$ cat config.mk
export PLATFORM = sky130hd
export DESIGN_NAME = vector_issue_controller
export DESIGN_NICKNAME = d
export VERILOG_FILES = /design/src/rtl/vector_issue_controller_pkg.sv /design/src/rtl/vector_scoreboard.sv /design/src/rtl/vector_issue_controller.sv
export SDC_FILE = /design/constraint.sdc
export NUM_CORES = 1
export LEC_CHECK = 0
export ABC_AREA = 1
export CAP_MARGIN = 10
export CORE_MARGIN = 2
export CORE_UTILIZATION = 29
export CTS_BUF_LIST = sky130_fd_sc_hd__clkbuf_4
export DETAILED_ROUTE_END_ITERATION = 6
export HOLD_SLACK_MARGIN = 0.15
export PLACE_DENSITY = 0.51
export SYNTH_ARGS = -nofsm -noshare
export SYNTH_HDL_FRONTEND = slang
export SYNTH_SLANG_ARGS = --single-unit
$ cat constraint.sdc
create_clock -name clk_i -period 5.9 [get_ports clk_i]
set_clock_uncertainty 0.1 [all_clocks]
set_input_delay 0.59 -clock clk_i [delete_from_list [all_inputs] [get_ports clk_i]]
set_output_delay 0.59 -clock clk_i [all_outputs]
set_load 0.05 [all_outputs]
$ cat src/rtl/vector_issue_controller_pkg.sv
// vector_issue_controller_pkg: VNOP encoding, field positions and register-use decode for the vector issue path.
package vector_issue_controller_pkg;
  localparam logic [31:0] VNOP_INSTR = 32'h0000_0013;
  localparam logic [6:0] OP_V = 7'b1010111;
  localparam logic [6:0] OP_VL = 7'b0000111;
  localparam logic [6:0] OP_VS = 7'b0100111;
  typedef struct packed {
    logic rd_vs1;
    logic rd_vs2;
    logic rd_vd;
    logic wr_vd;
  } reg_use_t;
  function automatic logic [4:0] f_vd(input logic [31:0] i);
    return i[11:7];
  endfunction
  function automatic logic [4:0] f_vs1(input logic [31:0] i);
    return i[19:15];
  endfunction
  function automatic logic [4:0] f_vs2(input logic [31:0] i);
    return i[24:20];
  endfunction
  // OPIVV/OPFVV/OPMVV read vs1; the vmacc/vmadd family and stores also read vd/vs3
  function automatic reg_use_t decode_use(input logic [31:0] i);
    logic opv;
    reg_use_t u;
    opv = i[6:0] == OP_V && i[14:12] != 3'b111;
    u.rd_vs1 = opv && i[14:12] < 3'd3;
    u.rd_vs2 = opv;
    u.rd_vd = (opv && i[14:12] == 3'b010 && i[31:29] == 3'b101 && i[26]) || i[6:0] == OP_VS;
    u.wr_vd = opv || i[6:0] == OP_VL;
    return u;
  endfunction
endpackage

$ cat src/rtl/vector_scoreboard.sv
// vector_scoreboard: in-flight {valid,vd,wr} shift register for VID/VRR/VEXE with RAW hazard compare.
module vector_scoreboard
  import vector_issue_controller_pkg::*;
#(
  parameter int PIPE_SLOTS = 3
) (
  input  logic       clk_i,
  input  logic       rst_i,
  input  logic       shift_i,
  input  logic       clear_i,
  input  logic       ins_valid_i,
  input  logic [4:0] ins_vd_i,
  input  logic       ins_wr_i,
  input  logic [4:0] vs1_i,
  input  logic [4:0] vs2_i,
  input  logic [4:0] vd_i,
  input  reg_use_t   use_i,
  output logic       hazard_o,
  output logic       any_valid_o
);
  logic [PIPE_SLOTS-1:0] valid, wr;
  logic [PIPE_SLOTS-1:0][4:0] vd;
  always_ff @(posedge clk_i or posedge rst_i)
    if (rst_i) begin
      valid <= '0;
      wr <= '0;
      vd <= '0;
    end else if (clear_i) begin
      valid <= '0;
    end else if (shift_i) begin
      valid <= {valid[PIPE_SLOTS-2:0], ins_valid_i};
      wr <= {wr[PIPE_SLOTS-2:0], ins_wr_i};
      vd <= {vd[PIPE_SLOTS-2:0], ins_vd_i};
    end
  // slot 0 source matches are covered by the VWB->VEXE forward path
  always_comb begin
    hazard_o = 1'b0;
    for (int s = 0; s < PIPE_SLOTS; s++)
      if (valid[s] && wr[s])
        hazard_o |= (use_i.rd_vd && vd_i == vd[s]) ||
                    (s != 0 && ((use_i.rd_vs1 && vs1_i == vd[s]) || (use_i.rd_vs2 && vs2_i == vd[s])));
  end
  assign any_valid_o = |valid;
endmodule

$ cat src/rtl/vector_issue_controller.sv
// vector_issue_controller: issue FIFO, hazard-gated single issue into IF/VID, load/flush control.
// Optional VEC_ISSUE_PERF_EN adds saturating issued/bubble counters.
module vector_issue_controller
  import vector_issue_controller_pkg::*;
#(
  parameter int INSTRUCTION_LENGTH = 32,
  parameter int FIFO_DEPTH = 4,
  parameter int PIPE_SLOTS = 3
) (
  input  logic                          clk_i,
  input  logic                          rst_i,
  input  logic                          flush_i,
  input  logic                          stall_i,
  input  logic                          instr_valid_i,
  output logic                          instr_ready_o,
  input  logic [INSTRUCTION_LENGTH-1:0] instr_i,
  input  logic [2:0]                    vsew_i,
  output logic [INSTRUCTION_LENGTH-1:0] instruction_o,
  output logic [2:0]                    vsew_o,
  output logic                          load_o,
  output logic                          flush_o,
  output logic                          busy_o
`ifdef VEC_ISSUE_PERF_EN
  ,
  output logic [31:0]                   issued_cnt_o,
  output logic [31:0]                   bubble_cnt_o
`endif
);
  localparam int AW = $clog2(FIFO_DEPTH);
  logic [INSTRUCTION_LENGTH-1:0] mem_instr [FIFO_DEPTH];
  logic [2:0] mem_vsew [FIFO_DEPTH];
  logic [AW-1:0] wptr, rptr;
  logic [AW:0] count;
  logic [INSTRUCTION_LENGTH-1:0] head;
  reg_use_t head_use;
  logic head_valid, hazard, any_slot, enq, advance, issue;
  assign head = mem_instr[rptr];
  assign head_valid = count != '0;
  assign head_use = decode_use(head[31:0]);
  assign instr_ready_o = count != (AW+1)'(FIFO_DEPTH) && !flush_i;
  assign enq = instr_valid_i && instr_ready_o;
  assign flush_o = flush_i;
  assign load_o = !stall_i || flush_i;
  assign advance = !stall_i && !flush_i;
  assign issue = advance && head_valid && !hazard;
  assign instruction_o = issue ? head : INSTRUCTION_LENGTH'(VNOP_INSTR);
  assign vsew_o = issue ? mem_vsew[rptr] : 3'd0;
  assign busy_o = head_valid || any_slot;
  always_ff @(posedge clk_i)
    if (enq) begin
      mem_instr[wptr] <= instr_i;
      mem_vsew[wptr] <= vsew_i;
    end
  always_ff @(posedge clk_i or posedge rst_i)
    if (rst_i) begin
      wptr <= '0;
      rptr <= '0;
      count <= '0;
    end else if (flush_i) begin
      wptr <= '0;
      rptr <= '0;
      count <= '0;
    end else begin
      wptr <= enq ? wptr + 1'b1 : wptr;
      rptr <= issue ? rptr + 1'b1 : rptr;
      count <= count + (AW+1)'(enq) - (AW+1)'(issue);
    end
  vector_scoreboard #(.PIPE_SLOTS(PIPE_SLOTS)) u_scoreboard (
    .clk_i       (clk_i),
    .rst_i       (rst_i),
    .shift_i     (advance),
    .clear_i     (flush_i),
    .ins_valid_i (issue),
    .ins_vd_i    (f_vd(head[31:0])),
    .ins_wr_i    (head_use.wr_vd),
    .vs1_i       (f_vs1(head[31:0])),
    .vs2_i       (f_vs2(head[31:0])),
    .vd_i        (f_vd(head[31:0])),
    .use_i       (head_use),
    .hazard_o    (hazard),
    .any_valid_o (any_slot)
  );
`ifdef VEC_ISSUE_PERF_EN
  // empty-queue bubbles are not hazards and are not counted
  always_ff @(posedge clk_i or posedge rst_i)
    if (rst_i) begin
      issued_cnt_o <= '0;
      bubble_cnt_o <= '0;
    end else begin
      issued_cnt_o <= issue && issued_cnt_o != '1 ? issued_cnt_o + 1'b1 : issued_cnt_o;
      bubble_cnt_o <= advance && head_valid && hazard && bubble_cnt_o != '1 ? bubble_cnt_o + 1'b1 : bubble_cnt_o;
    end
`endif
endmodule

==> metrics.txt <==
port bufs=78; Clock Tree Buf Depth=2; worst skew pair latency=0.56 ns; hold buffer count at CTS=0; Chip Height=165 µm; setup repair bufs after CTS=0; Die ar.=0.0272 mm²; Slew @ Worst Pin=0.958 ns; TNS Setup=0 ns; Gate Count Post-Synth=732; most frequent cells in the layout=nand2_1 (247), edfxtp_1 (140), nand3_1 (80); Synth Warn #=0; RSZ-0062 raised after global routing=no; CTS tree=yes; vias in the first global route=4989; clock sinks=168; crit path launch type=register; DP Wirelength=11900 µm; DR vias=5168; Initial Util=0.297; Clock Pin Slew Worst Setup and Hold Paths=0.14 ns; final hold vios=0; Leakage=3.47 nW; Synth Register Bits=168; worst-path fanout max=73; reg-to-reg endpoint=count[2]$_DFF_PP0_; row count=58; Data arrival, critical path=4.51 ns; total global routing overflow=0; synthesized area=0.00751 mm²; H-tree levels=4; Critical Path Sink Type=primary output; drt wl/cell=16.1 µm; area occupied by multi-input gates=0.00224 mm²; post-synthesis sequential area ratio=0.653; CTS Buf Count=17; total track usage=0.144; CP max-delay cell=clkdlybuf4s50_1; Final nets=857; WS Path Type=reg2out; largest net degree at the start of global routing=74; drt first pass iters=4; global placer's final weighted congestion=0.794; reg2reg start=rptr[0]$_DFFE_PP0P_; maximum VDD drop=0.171 mV; Power Dens Cells=385 mW/mm²; CP max stage delay=0.80 ns; Cell variety after synth=31; # setup viols final=0; crit-path cells=buf_4 -> nand2_1 -> nand3_1 -> nand2_1 -> nor2_1 -> nand2_1 -> nor2_1 -> nand3_1 -> nand2_1 -> nand2_1 -> nand2_1 -> nand2_2 -> nand3_4 -> inv_1 -> nand2_1 -> clkdlybuf4s50_1; Via density=4.48; Hold Crit Class=in2async; FF-to-FF setup slack=1.46 ns; DRC Markers=0; Area growth, synth to finish=18.5%; FMAX=192 MHz; core region area=0.0253 mm²; MaxCap Viol Count=0; Final Critical Period=5.20 ns; Worst Path Required=5.21 ns; FF/Latch Area=0.00491 mm²; Min Hold Slack=0.296 ns; Fillers=2547; commonest non-fill, non-tap cell in the layout=nand2_1; Post-Syn Area per Cell=10.3 µm²; largest delay contributor family on the critical path=simple AND/OR/NAND/NOR gates; r2r worst-path depth=21; Die Span X=165 µm; relative slew slack=0.360; global-route wire length before repair=29000 µm; Syn Nets=779; Final ANT Viol Nets=0; drt total wl=18600 µm; critical path's most frequent cell=nand2_1; share of layout cells above drive strength 1=0.0705; fin crit share=0.882; WP buf/inv=3; initial antenna violation count=1; post-cts gate resize count=0; IO Pins=79; drt initial violations=332; status=complete, no violations; root buf cell=clkbuf_4; Slew Viols, Final=0
logic make-up (layout without fill, tap and decap cells):
kind of cell | after synthesis | in the layout | share of synthesized area
and+or+nand+nor | 410 | 410 | 0.227
DFF | 168 | 168 | 0.653
buffers and inverters | 80 | 171 | 0.0535
AOI/OAI and AO/OA | 51 | 51 | 0.0353
xor gates and xnor gates | 16 | 16 | 0.0187
adders and majority gates | 7 | 7 | 0.0127
other | 0 | 1 | 0
power by group:
part / leakage (nW) / switching (mW) / internal (mW)
Sequential: 1.63 / 0.0729 / 1.41
Clock: 0.155 / 0.406 / 0.260
Combinational: 1.68 / 0.898 / 0.381
cell usage after synthesis, drive strengths merged:
master	n	area, µm²
fa	1	20.0
and3	1	6.26
nand3	81	418
nand2	251	952
nor3	7	50.1
edfxtp	140	4200
dfrtp	28	701
o21ai	25	125
a21oi	21	105
buf	24	191
clkbuf	5	18.8
o2111ai	1	8.76
nand4	3	18.8
or2	2	12.5
nor2	64	243
and2	1	6.26
xor2	16	140
ha	6	75.1
o211ai	1	7.51
inv	51	191
o22ai	2	12.5
a31oi	1	6.26
worst max path at each step:
| stage | from | endpoint | slack [ns] | cells after the start |
|---|---|---|---|---|
| finish | rptr[0]$_DFFE_PP0P_ | instruction_o[4] | 0.70 | 16 |
| global route | rptr[0]$_DFFE_PP0P_ | instruction_o[4] | 0.23 | 16 |
| detailed placement | rptr[0]$_DFFE_PP0P_ | instruction_o[4] | 1.10 | 16 |
| CTS | rptr[0]$_DFFE_PP0P_ | instruction_o[4] | 0.43 | 16 |
| global placement | rptr[0]$_DFFE_PP0P_ | instruction_o[4] | 1.13 | 16 |
| floorplan | flush_i | mem_instr[0][0]$_DFFE_PP_ | 2.03 | 3 |
metal layers:
layer / vias to the layer above / GRT usage / routed length [µm]
met2: 99 / 0.243 / 9310
met4: 0 / 0.0391 / 109
met1: 2464 / 0.190 / 8560
met5: - / 0 / 0
li1: 2596 / - / -
met3: 9 / 0.0299 / 644
state kept, by name, indices dropped and copies added (netlist names):
register	cells
wptr	2
mem_vsew	12
u_scoreboard.vd	15
u_scoreboard.valid	3
rptr	2
count	3
mem_instr	128
u_scoreboard.wr	3
worst register-to-register path: stages (launching register included):
cell and delay (ns):
dfrtp_2 0.39, buf_4 0.64, nand2_1 0.17, nand3_1 0.12, nand2_1 0.09, nor2_1 0.16
nand2_1 0.11, nor2_1 0.13, nand3_1 0.09, nand2_1 0.15, nand2_1 0.07, nand2_1 0.13
nand2_2 0.08, nand3_4 0.41, inv_1 0.30, ha_1 0.36, inv_1 0.05, ha_1 0.12
inv_1 0.04, fa_1 0.38, and3_1 0.18, nor3_1 0.12
per-stage QoR:
step | utilization | setup slack (ns) | std cells | area (µm²) | power (mW)
6_report | 0.351 | 0.695 | 1154 | 8900 | 3.43
4_1_cts | 0.351 | 0.434 | 1153 | 8900 | 3.48
3_5_place_dp | 0.340 | 1.10 | 1121 | 8620 | 2.81
2_1_floorplan | - | 2.03 | 732 | 7510 | 2.41
3_3_place_gp | 0.340 | 1.13 | 1121 | 8620 | 2.81
5_1_grt | 0.351 | 0.231 | 1154 | 8900 | 3.66
cell type report:
class	instances	area share
Antenna cell	1	0.000281
Sequential cell	168	0.551
Timing Repair Buffer	88	0.0976
Multi-Input combinational cell	484	0.251
Tap cell	330	0.0464
Clock inverter	14	0.0166
Inverter	51	0.0215
Clock buffer	18	0.0152
Note: power is estimated with default switching activity, not from simulation.
